### src/rtl/morse_encoder_if.sv
// morse_encoder_if -- read handshake between the UART receive FIFO and the
// Morse encoder.
//   fifo_empty_i : FIFO empty flag (FIFO -> encoder)
//   fifo_data_i  : FIFO read data, valid the cycle after a pop (FIFO -> encoder)
//   fifo_rd_o    : one-cycle pop strobe (encoder -> FIFO)
// master = the encoder (issues pops), slave = the FIFO.
interface morse_encoder_if;
  logic       fifo_empty_i;
  logic [7:0] fifo_data_i;
  logic       fifo_rd_o;

  modport master (input fifo_empty_i, input fifo_data_i, output fifo_rd_o);
  modport slave  (output fifo_empty_i, output fifo_data_i, input fifo_rd_o);
endinterface

### src/rtl/morse_encoder.sv
// morse_encoder -- pops bytes from the UART receive FIFO, looks each one up
// in an ITU Morse table and keys morse_o with fixed unit timing.
//   clk_i, reset_i : clock, synchronous active-high reset
//   fifo           : FIFO read handshake (master side)
//   morse_o        : keying output, 1 = tone/LED on
//   busy_o         : high in every state except IDLE
//   char_done_o    : one-cycle pulse on the last cycle of a character's
//                    trailing gap (or of a word gap)
//   invalid_o      : one-cycle pulse in FETCH when the byte has no code
// Timing: dot 1U high, dash 3U high, intra-char gap 1U, char gap 3U,
// space 7U, with U = UNIT_TICKS clocks.
module morse_encoder #(
  parameter int UNIT_TICKS = 10_000_000,
  parameter int CNT_WIDTH  = 24
) (
  input  logic            clk_i,
  input  logic            reset_i,
  morse_encoder_if.master fifo,
  output logic            morse_o,
  output logic            busy_o,
  output logic            char_done_o,
  output logic            invalid_o
);

  typedef enum logic [2:0] {
    IDLE, FETCH, MARK, GAP, CHAR_GAP, WORD_GAP
  } state_e;

  localparam logic [CNT_WIDTH-1:0] TICK_MAX = CNT_WIDTH'(UNIT_TICKS - 1);

  state_e               state_q, state_d;
  logic [CNT_WIDTH-1:0] tick_q, tick_d;   // clocks within the current unit
  logic [2:0]           units_q, units_d; // units elapsed in the current state
  logic [4:0]           shift_q, shift_d; // pattern, current symbol in MSB
  logic [2:0]           rem_q, rem_d;     // symbols left, including current
  logic                 morse_q, morse_d;

  logic       unit_end;
  logic [2:0] seg_last;
  logic       seg_done;
  logic       rd_req;
  logic [7:0] code;

  // {length, pattern}; pattern is left-aligned, first symbol in bit 4,
  // 0 = dot, 1 = dash. Length 0 means no code for this byte.
  function automatic logic [7:0] lookup(input logic [7:0] b);
    logic [7:0] u;
    u = (b >= 8'h61 && b <= 8'h7A) ? b - 8'h20 : b;
    case (u)
      8'h41: lookup = {3'd2, 5'b01000}; // A .-
      8'h42: lookup = {3'd4, 5'b10000}; // B -...
      8'h43: lookup = {3'd4, 5'b10100}; // C -.-.
      8'h44: lookup = {3'd3, 5'b10000}; // D -..
      8'h45: lookup = {3'd1, 5'b00000}; // E .
      8'h46: lookup = {3'd4, 5'b00100}; // F ..-.
      8'h47: lookup = {3'd3, 5'b11000}; // G --.
      8'h48: lookup = {3'd4, 5'b00000}; // H ....
      8'h49: lookup = {3'd2, 5'b00000}; // I ..
      8'h4A: lookup = {3'd4, 5'b01110}; // J .---
      8'h4B: lookup = {3'd3, 5'b10100}; // K -.-
      8'h4C: lookup = {3'd4, 5'b01000}; // L .-..
      8'h4D: lookup = {3'd2, 5'b11000}; // M --
      8'h4E: lookup = {3'd2, 5'b10000}; // N -.
      8'h4F: lookup = {3'd3, 5'b11100}; // O ---
      8'h50: lookup = {3'd4, 5'b01100}; // P .--.
      8'h51: lookup = {3'd4, 5'b11010}; // Q --.-
      8'h52: lookup = {3'd3, 5'b01000}; // R .-.
      8'h53: lookup = {3'd3, 5'b00000}; // S ...
      8'h54: lookup = {3'd1, 5'b10000}; // T -
      8'h55: lookup = {3'd3, 5'b00100}; // U ..-
      8'h56: lookup = {3'd4, 5'b00010}; // V ...-
      8'h57: lookup = {3'd3, 5'b01100}; // W .--
      8'h58: lookup = {3'd4, 5'b10010}; // X -..-
      8'h59: lookup = {3'd4, 5'b10110}; // Y -.--
      8'h5A: lookup = {3'd4, 5'b11000}; // Z --..
      8'h30: lookup = {3'd5, 5'b11111}; // 0 -----
      8'h31: lookup = {3'd5, 5'b01111}; // 1 .----
      8'h32: lookup = {3'd5, 5'b00111}; // 2 ..---
      8'h33: lookup = {3'd5, 5'b00011}; // 3 ...--
      8'h34: lookup = {3'd5, 5'b00001}; // 4 ....-
      8'h35: lookup = {3'd5, 5'b00000}; // 5 .....
      8'h36: lookup = {3'd5, 5'b10000}; // 6 -....
      8'h37: lookup = {3'd5, 5'b11000}; // 7 --...
      8'h38: lookup = {3'd5, 5'b11100}; // 8 ---..
      8'h39: lookup = {3'd5, 5'b11110}; // 9 ----.
      default: lookup = 8'h00;
    endcase
  endfunction

  assign unit_end = (tick_q == TICK_MAX);
  assign code     = lookup(fifo.fifo_data_i);

  // Index of the final unit for the current state.
  always_comb begin
    seg_last = 3'd0;
    case (state_q)
      MARK:     seg_last = shift_q[4] ? 3'd2 : 3'd0;
      CHAR_GAP: seg_last = 3'd2;
      WORD_GAP: seg_last = 3'd6;
      default:  seg_last = 3'd0;
    endcase
  end

  assign seg_done = unit_end && (units_q == seg_last);

  always_comb begin
    state_d     = state_q;
    tick_d      = unit_end ? '0 : tick_q + 1'b1;
    units_d     = unit_end ? units_q + 3'd1 : units_q;
    shift_d     = shift_q;
    rem_d       = rem_q;
    rd_req      = 1'b0;
    char_done_o = 1'b0;
    invalid_o   = 1'b0;

    case (state_q)
      IDLE: begin
        if (!fifo.fifo_empty_i) begin
          rd_req  = 1'b1;
          state_d = FETCH;
        end
      end
      FETCH: begin
        if (fifo.fifo_data_i == 8'h20) begin
          state_d = WORD_GAP;
        end else if (code[7:5] != 3'd0) begin
          shift_d = code[4:0];
          rem_d   = code[7:5];
          state_d = MARK;
        end else begin
          invalid_o = 1'b1;
          state_d   = IDLE;
        end
      end
      MARK: begin
        if (seg_done) begin
          rem_d   = rem_q - 3'd1;
          state_d = (rem_q > 3'd1) ? GAP : CHAR_GAP;
        end
      end
      GAP: begin
        if (seg_done) begin
          shift_d = {shift_q[3:0], 1'b0};
          state_d = MARK;
        end
      end
      CHAR_GAP, WORD_GAP: begin
        if (seg_done) begin
          char_done_o = 1'b1;
          state_d     = IDLE;
        end
      end
      default: state_d = IDLE;
    endcase

    // Every state entry restarts both timing counters.
    if (state_d != state_q) begin
      tick_d  = '0;
      units_d = 3'd0;
    end

    // Registered so morse_o is high exactly while the FSM sits in MARK.
    morse_d = (state_d == MARK);
  end

  always_ff @(posedge clk_i) begin
    if (reset_i) begin
      state_q <= IDLE;
      tick_q  <= '0;
      units_q <= 3'd0;
      shift_q <= 5'd0;
      rem_q   <= 3'd0;
      morse_q <= 1'b0;
    end else begin
      state_q <= state_d;
      tick_q  <= tick_d;
      units_q <= units_d;
      shift_q <= shift_d;
      rem_q   <= rem_d;
      morse_q <= morse_d;
    end
  end

  // The pop strobe is combinational from IDLE; gating with reset keeps the
  // FIFO untouched while reset is held.
  assign fifo.fifo_rd_o = rd_req && !reset_i;
  assign morse_o        = morse_q;
  assign busy_o         = (state_q != IDLE);

endmodule
### src/flat_wrapper.sv
// flat-port wrapper written by rule: the top's interface ports become plain ports
module morse_encoder_flat 
#(
  parameter int UNIT_TICKS = 10_000_000,
  parameter int CNT_WIDTH  = 24
)
  (clk_i, reset_i, morse_o, busy_o, char_done_o, invalid_o, fifo_fifo_empty_i, fifo_fifo_data_i, fifo_fifo_rd_o);
  morse_encoder_if fifo_i ();
  input  logic clk_i;
  input  logic reset_i;
  output logic morse_o;
  output logic busy_o;
  output logic char_done_o;
  output logic invalid_o;
  input wire logic [$bits(fifo_i.fifo_empty_i)-1:0] fifo_fifo_empty_i;
  input wire logic [$bits(fifo_i.fifo_data_i)-1:0] fifo_fifo_data_i;
  output wire logic [$bits(fifo_i.fifo_rd_o)-1:0] fifo_fifo_rd_o;
  assign fifo_i.fifo_empty_i = fifo_fifo_empty_i;
  assign fifo_i.fifo_data_i = fifo_fifo_data_i;
  assign fifo_fifo_rd_o = fifo_i.fifo_rd_o;
  morse_encoder #(.UNIT_TICKS(UNIT_TICKS), .CNT_WIDTH(CNT_WIDTH)) u_core (.clk_i(clk_i), .reset_i(reset_i), .fifo(fifo_i), .morse_o(morse_o), .busy_o(busy_o), .char_done_o(char_done_o), .invalid_o(invalid_o));
endmodule
### config.mk
export PLATFORM = sky130hd
export DESIGN_NAME = morse_encoder_flat
export DESIGN_NICKNAME = d
export VERILOG_FILES = /design/src/rtl/morse_encoder_if.sv /design/src/rtl/morse_encoder.sv /design/src/flat_wrapper.sv
export SDC_FILE = /design/constraint.sdc
export NUM_CORES = 1
export LEC_CHECK = 0
export CORE_MARGIN = 4
export CORE_UTILIZATION = 25
export DETAILED_ROUTE_END_ITERATION = 8
export GPL_ROUTABILITY_DRIVEN = 0
export GPL_TIMING_DRIVEN = 0
export SLEW_MARGIN = 20
export SYNTH_ARGS = -nofsm -noshare
export SYNTH_HDL_FRONTEND = slang
export SYNTH_SLANG_ARGS = --single-unit
### constraint.sdc
create_clock -name clk_i -period 3.3 [get_ports clk_i]
set_input_delay 0.33 -clock clk_i [delete_from_list [all_inputs] [get_ports clk_i]]
set_output_delay 0.33 -clock clk_i [all_outputs]
set_load 0.01 [all_outputs]
# Yosys cells after proc, flatten, opt, wreduce, memory -nomap -nowiden
# Memory sizes are Yosys's and may differ from the RTL's.
# Index checks and enable logic that the tools add are counted.
[totals]
regBits = 39
mem_bits_ro = 1024
input_bits = 11
out_inout_bits = 5
wordCells = 69
n_memories = 1
[mem_list]
columns = ["name", "words", "word_bits", "rd", "rd_clocked_by_memory_dff", "write_ports", "line_no", "source"]
rows = [
  ["(name not given)", 128, 8, 1, 0, 0, "morse_encoder.sv:49", "case (u)"],
]
[op_classes]
n_addsub = 4
magnitude_cmp = 3
n_eq_ne = 14
n_mux = 27
reduce_logical = 14
[op_table]
columns = ["op", "n"]
rows = [
  ["$mux 3", 9],
  ["$add 24x1->24 const B", 1],
  ["$eq 24x24->1 const B", 1],
  ["$mux 8", 2],
  ["$mux 5", 3],
  ["$pmux 3 s5", 1],
  ["$pmux 5 s2", 1],
  ["$eq 3x2->1 const B", 3],
  ["$pmux 3 s3", 1],
  ["$eq 8x6->1 const B", 1],
  ["$ge 8x7->1 const B", 1],
  ["$le 8x7->1 const B", 1],
  ["$reduce_and 4->1", 2],
  ["$sub 8x6->8 const B", 1],
  ["$mux 1", 7],
  ["$eq 3x3->1 const B", 2],
  ["$ne 2x1->1 const B", 3],
  ["$pmux 3 s2", 1],
  ["$reduce_bool 3->1", 2],
  ["$mux 2", 2],
  ["$reduce_bool 2->1", 2],
  ["$reduce_or 2->1", 2],
  ["$add 3x1->3 const B", 1],
  ["$eq 3x1->1 const B", 1],
  ["other kinds (9)", 11],
]

# Longest topological paths before layout
# An unclocked memory read counts as a cell.
[depth]
ltp_word = 11
depth_mapped = 9
depth_no_buf = 8

# Worst setup path before layout
# OpenSTA, ideal clock, no wires.
[synth_timing]
kind = "input -> register"
from = "input fifo_fifo_data_i[1]"
to = "register u_core.shift_q[3]"
setup_time_ps = 123
t_arrival_ps = 2438
t_required_ps = 3177
setup_slack_ps = 738
stages = 9
path_buffers = 1
cell_sequence = "clkbuf_1 > inv_1 > ha_1 > nor2_1 > and3_1 > o31ai_1 > nor2_1 > a2bb2oi_2 > mux2_1"
[synth_between]
elab_chain_len = 8
elab_cells_between_ends = 15
classes_between = "1 x add/sub; 2 x order compare; 3 x eq/ne; 5 x mux; 3 x reduce/logical; 1 x memory"
[synth_rtl]
columns = ["element", "line_no", "source"]
rows = [
  ["from (decl)", "flat_wrapper.sv:16", "input wire logic [$bits(fifo_i.fifo_data_i)-1:0] fifo_fifo_data_i;"],
  ["$ge 8x7->1 or $le 8x7->1 (tied branches)", "morse_encoder.sv:48", "u = (b >= 8'h61 && b <= 8'h7A) ? b - 8'h20 : b;"],
  ["$logic_and 1x1->1", "morse_encoder.sv:48", ""],
  ["$mux 8", "morse_encoder.sv:48", ""],
  ["$mem_v2 128x8", "-", ""],
  ["$mux 8", "morse_encoder.sv:49", ""],
  ["$reduce_bool 3->1 or $mux 5 (tied branches)", "morse_encoder.sv:126", "end else if (code[7:5] != 3'd0) begin"],
  ["$ne 2x1->1 (no source line) or $mux 5 (tied branches)", "-", ""],
  ["$reduce_and 4->1 (no source line) or $pmux 5 s2 (tied branches)", "-", ""],
  ["to (signal assigned)", "morse_encoder.sv:178", "shift_q <= shift_d;"],
  ["to (decl)", "morse_encoder.sv:34", "logic [4:0] shift_q, shift_d;"],
]
# Several ways; a longest one is shown, not always the timed one. The select of a mux whose other input is x is not followed.
# A chain may end at the register's enable or synchronous reset.

# Worst setup path after layout
[layout_timing]
from = "register u_core.tick_q[7]"
to = "output char_done_o"
[layout_between]
elab_chain_len = 4
[layout_rtl]
columns = ["element", "line_no", "source"]
rows = [
  ["from (decl)", "morse_encoder.sv:32", "logic [CNT_WIDTH-1:0] tick_q, tick_d;"],
  ["from (signal assigned)", "morse_encoder.sv:176", "tick_q <= tick_d;"],
  ["$eq 24x24->1", "morse_encoder.sv:90", "assign unit_end = (tick_q == TICK_MAX);"],
  ["$logic_and 1x1->1", "morse_encoder.sv:104", "assign seg_done = unit_end && (units_q == seg_last);"],
  ["$mux 1", "morse_encoder.sv:148", "if (seg_done) begin"],
  ["$mux 1", "morse_encoder.sv:116", "case (state_q)"],
  ["to (decl)", "flat_wrapper.sv:13", "output logic char_done_o;"],
]
# Every way passes these cells.

==> run metrics <==
status=finished, final reports clean; DRT antenna net count=0; full die area=0.0133 sq mm; crit-path max FO=6; crit-path max cell delay=0.55 ns; wire length of the first global-routing pass=12.1 mm; die height=around 120 um; Post-Layout Cell Count=523; synth warn=0; Synth area leader=dfxtp_1; antenna cells=0; critical path class=register to output pin; simple-gate share of the synthesized area=32.5%; CTS Buffer Depth=2; CTS Hold Buffers Added=0; Fin. Hold Viols=0; Final Setup Violations=0; CP endpoint kind=output pin; Hold WS=0.459 ns; RSZ-0062 raised after global routing=no; starting density of the core=26.1%; GRT Resource Usage Total=11.0%; # rows=38; top cell type's share of synthesized area=27.1%; share of cells above drive strength 1=5.74%; HP Class=register to register; Net Count, Synth=388; Area Growth Syn to Fin=15.4%; main combinational cell family by area after synthesis=simple AND/OR/NAND/NOR gates; Max VDD drop=0.285 mV; Routed WL=7.07 mm; Area contributors post-synth=dfxtp_1 (27%), ha_1 (5.7%), xnor2_1 (5.2%); DR WL/cell=~14 um; Compound-Gate Fraction of Synth Area=17.3%; Clock Skews=roughly 0.0032 ns; syn_area_per_cell=7.91 sq um; worst skew pair latency=0.28 ns; DRC Markers=0; Worst Path Required=about 3 ns; Async S/R FF share, synth=0%; largest net degree at the start of global routing=11; xor/xnor share of the synthesized area=under 10%; arrival time worst endpoint=2.80 ns; port bufs=13; reg2reg setup slack=0.41 ns; H-tree levels=2; CTS Sinks=39; CP Launch Type=register; Initial DRT Pass Iterations=4; nets@finish=408; min Tclk post-route=roughly 3.1 ns; Max stage delay cell, worst path=or4_1; Post-DP HPWL=between 5 and 6 mm; dominant synthesized flop cell=dfxtp_1; Max transition margin=between 60% and 70%; CP top delay family=simple AND/OR/NAND/NOR gates; post-synthesis register bit count=39; pwr/cell area=331 mW/mm^2; max cap viols=0; Via density=5.14; final worst path period share=94.9%; mux cell area share after synthesis=4.39%; CTS root buffer=clkbuf_16; LEAKAGE=1.15 nW; vias in the first global route=roughly 2500; crit path buf inv count=1; fmax=roughly 320 MHz; Remaining Overflow, GRT=0; Slew Limit Fails=0; Via Count=between 2000 and 3000; Ports=16; CTS tree=done; adder-cell share of the synthesized area=5.65%; drt initial violations=roughly 190; Worst-path clk slew=0.05 ns; post-placement cell count=roughly 520; Worst-Margin Slew=0.580 ns; core area=0.0110 sq mm; Die W=~120 um; Cells after Synth=364; TritonCTS buffer count=5; sequential cell area fraction in the yosys report=27.1%; EDFF count, synth=0; crit-path cells=or4_1 -> or4_4 -> nor2_1 -> and3_1 -> clkdlybuf4s50_1; Mapped Area=between 0.002 and 0.003 sq mm; count of cell types in the netlist=59; initial antenna violation count=0; fill cell count=1181
[registers in the layout, summed over array words and instances, names as in the netlist]
register        flops
u_core.morse_o      1
u_core.rem_q        3
u_core.shift_q      5
u_core.state_q      3
u_core.tick_q      24
u_core.units_q      3
[layout make-up]
cell class | count | area [sq um] | area share, %
multi-input combinational | 291 | 1960 | 58.9
sequential | 39 | 781 | 23.5
tap | 140 | 175 | 5.27
timing repair buffer | 13 | 131 | 3.95
clock buffer | 6 | 129 | 3.88
buffer | 18 | 88.8 | 2.67
inverter | 16 | 60.1 | 1.81
[metrics by stage]
step / setup TNS [ns] / power, mW / area, sq um / setup WS, ns / utilization (%)
finish: 0 / 1.10 / 3320 / 0.167 / 30.1
global route: 0 / 1.15 / 3320 / 0.0386 / 30.1
CTS: 0 / 1.11 / 3310 / 0.00914 / 30.0
detailed placement: -2.14 / 0.661 / 3180 / -0.417 / 28.9
global placement: -1.72 / 0.659 / 3180 / -0.371 / 28.9
floorplan: 0 / 0.604 / 2880 / 0.738 / -
[timing repair]
item / CTS / global route
setup buffers: 0 / 0
endpoints found under the setup margin: 2 / 8
pin swaps: 1 / 1
resized for setup: 3 / 3
cloned: 0 / 0
[metal layers]
metal / vias up / GRT usage (%) / part of all wire (%)
met5: - / 0 / 0
met4: 0 / 3.13 / 1.1
met3: 7 / 2.26 / 5.1
met2: 55 / 16.6 / 43
met1: 1258 / 15.9 / 50
li1: 1367 / - / -
[worst paths after layout]
| path | from | endpoint | cells after the start |
|---|---|---|---|
| setup / recovery | u_core.tick_q[7] | char_done_o | 5 |
| hold / removal | u_core.shift_q[4] | u_core.shift_q[4] | 2 |
| setup reg to reg | u_core.tick_q[7] | u_core.tick_q[3] | 7 |
| hold reg to reg | u_core.shift_q[4] | u_core.shift_q[4] | 2 |
[tightest hold or removal path: cells and delay by family, from the launching register on]
kind	cells	cell delay (ns)
multiplexers	1	0.06
flip-flops	1	0.30
AND/OR/NAND/NOR	1	0.05
[Yosys cell counts, drive strengths merged (4+ instances only)]
| library cell | count |
|---|---|
| nand2 | 33 |
| nor3 | 16 |
| nand3b | 4 |
| clkbuf | 13 |
| a21oi | 17 |
| or3 | 4 |
| nand4 | 6 |
| nor2b | 11 |
| inv | 15 |
| dfxtp | 39 |
| ha | 13 |
| buf | 5 |
| a211oi | 5 |
| xor2 | 9 |
| mux2i | 7 |
| nor4 | 20 |
| nor2 | 31 |
| xnor2 | 17 |
| o21ai | 12 |
| nand3 | 14 |
| or2 | 4 |
| and3 | 8 |
| a31oi | 4 |
| nand2b | 6 |
[cells by family (layout without fill, tap and decap cells)]
| logic type | after synthesis | count (layout) |
|---|---|---|
| muxes | 10 | 10 |
| buffers and inverters | 34 | 53 |
| and+or+nand+nor | 172 | 172 |
| xor gates and xnor gates | 26 | 26 |
| AOI/OAI and AO/OA | 70 | 70 |
| DFF | 39 | 39 |
| adders and majority gates | 13 | 13 |
[where the power goes]
part	switching (mW)	total, mW	internal [mW]
sequential	0.00363	0.479	0.475
combinational	0.109	0.174	0.0653
clock	0.175	0.447	0.272
[cell usage in the layout (no fill, tap or decap), types with 7 or more instances in the layout]
cell type	instances
nor2_1	31
inv_1	15
mux2i_1	7
nor2b_1	11
clkdlybuf4s50_1	11
nor3_1	16
nand3_1	14
xnor2_1	17
and3_1	8
dfxtp_1	39
nor4_1	19
a21oi_1	17
clkbuf_1	13
nand2_1	33
xor2_1	9
ha_1	13
o21ai_0	11
Note: power is estimated with default switching activity, not from simulation.
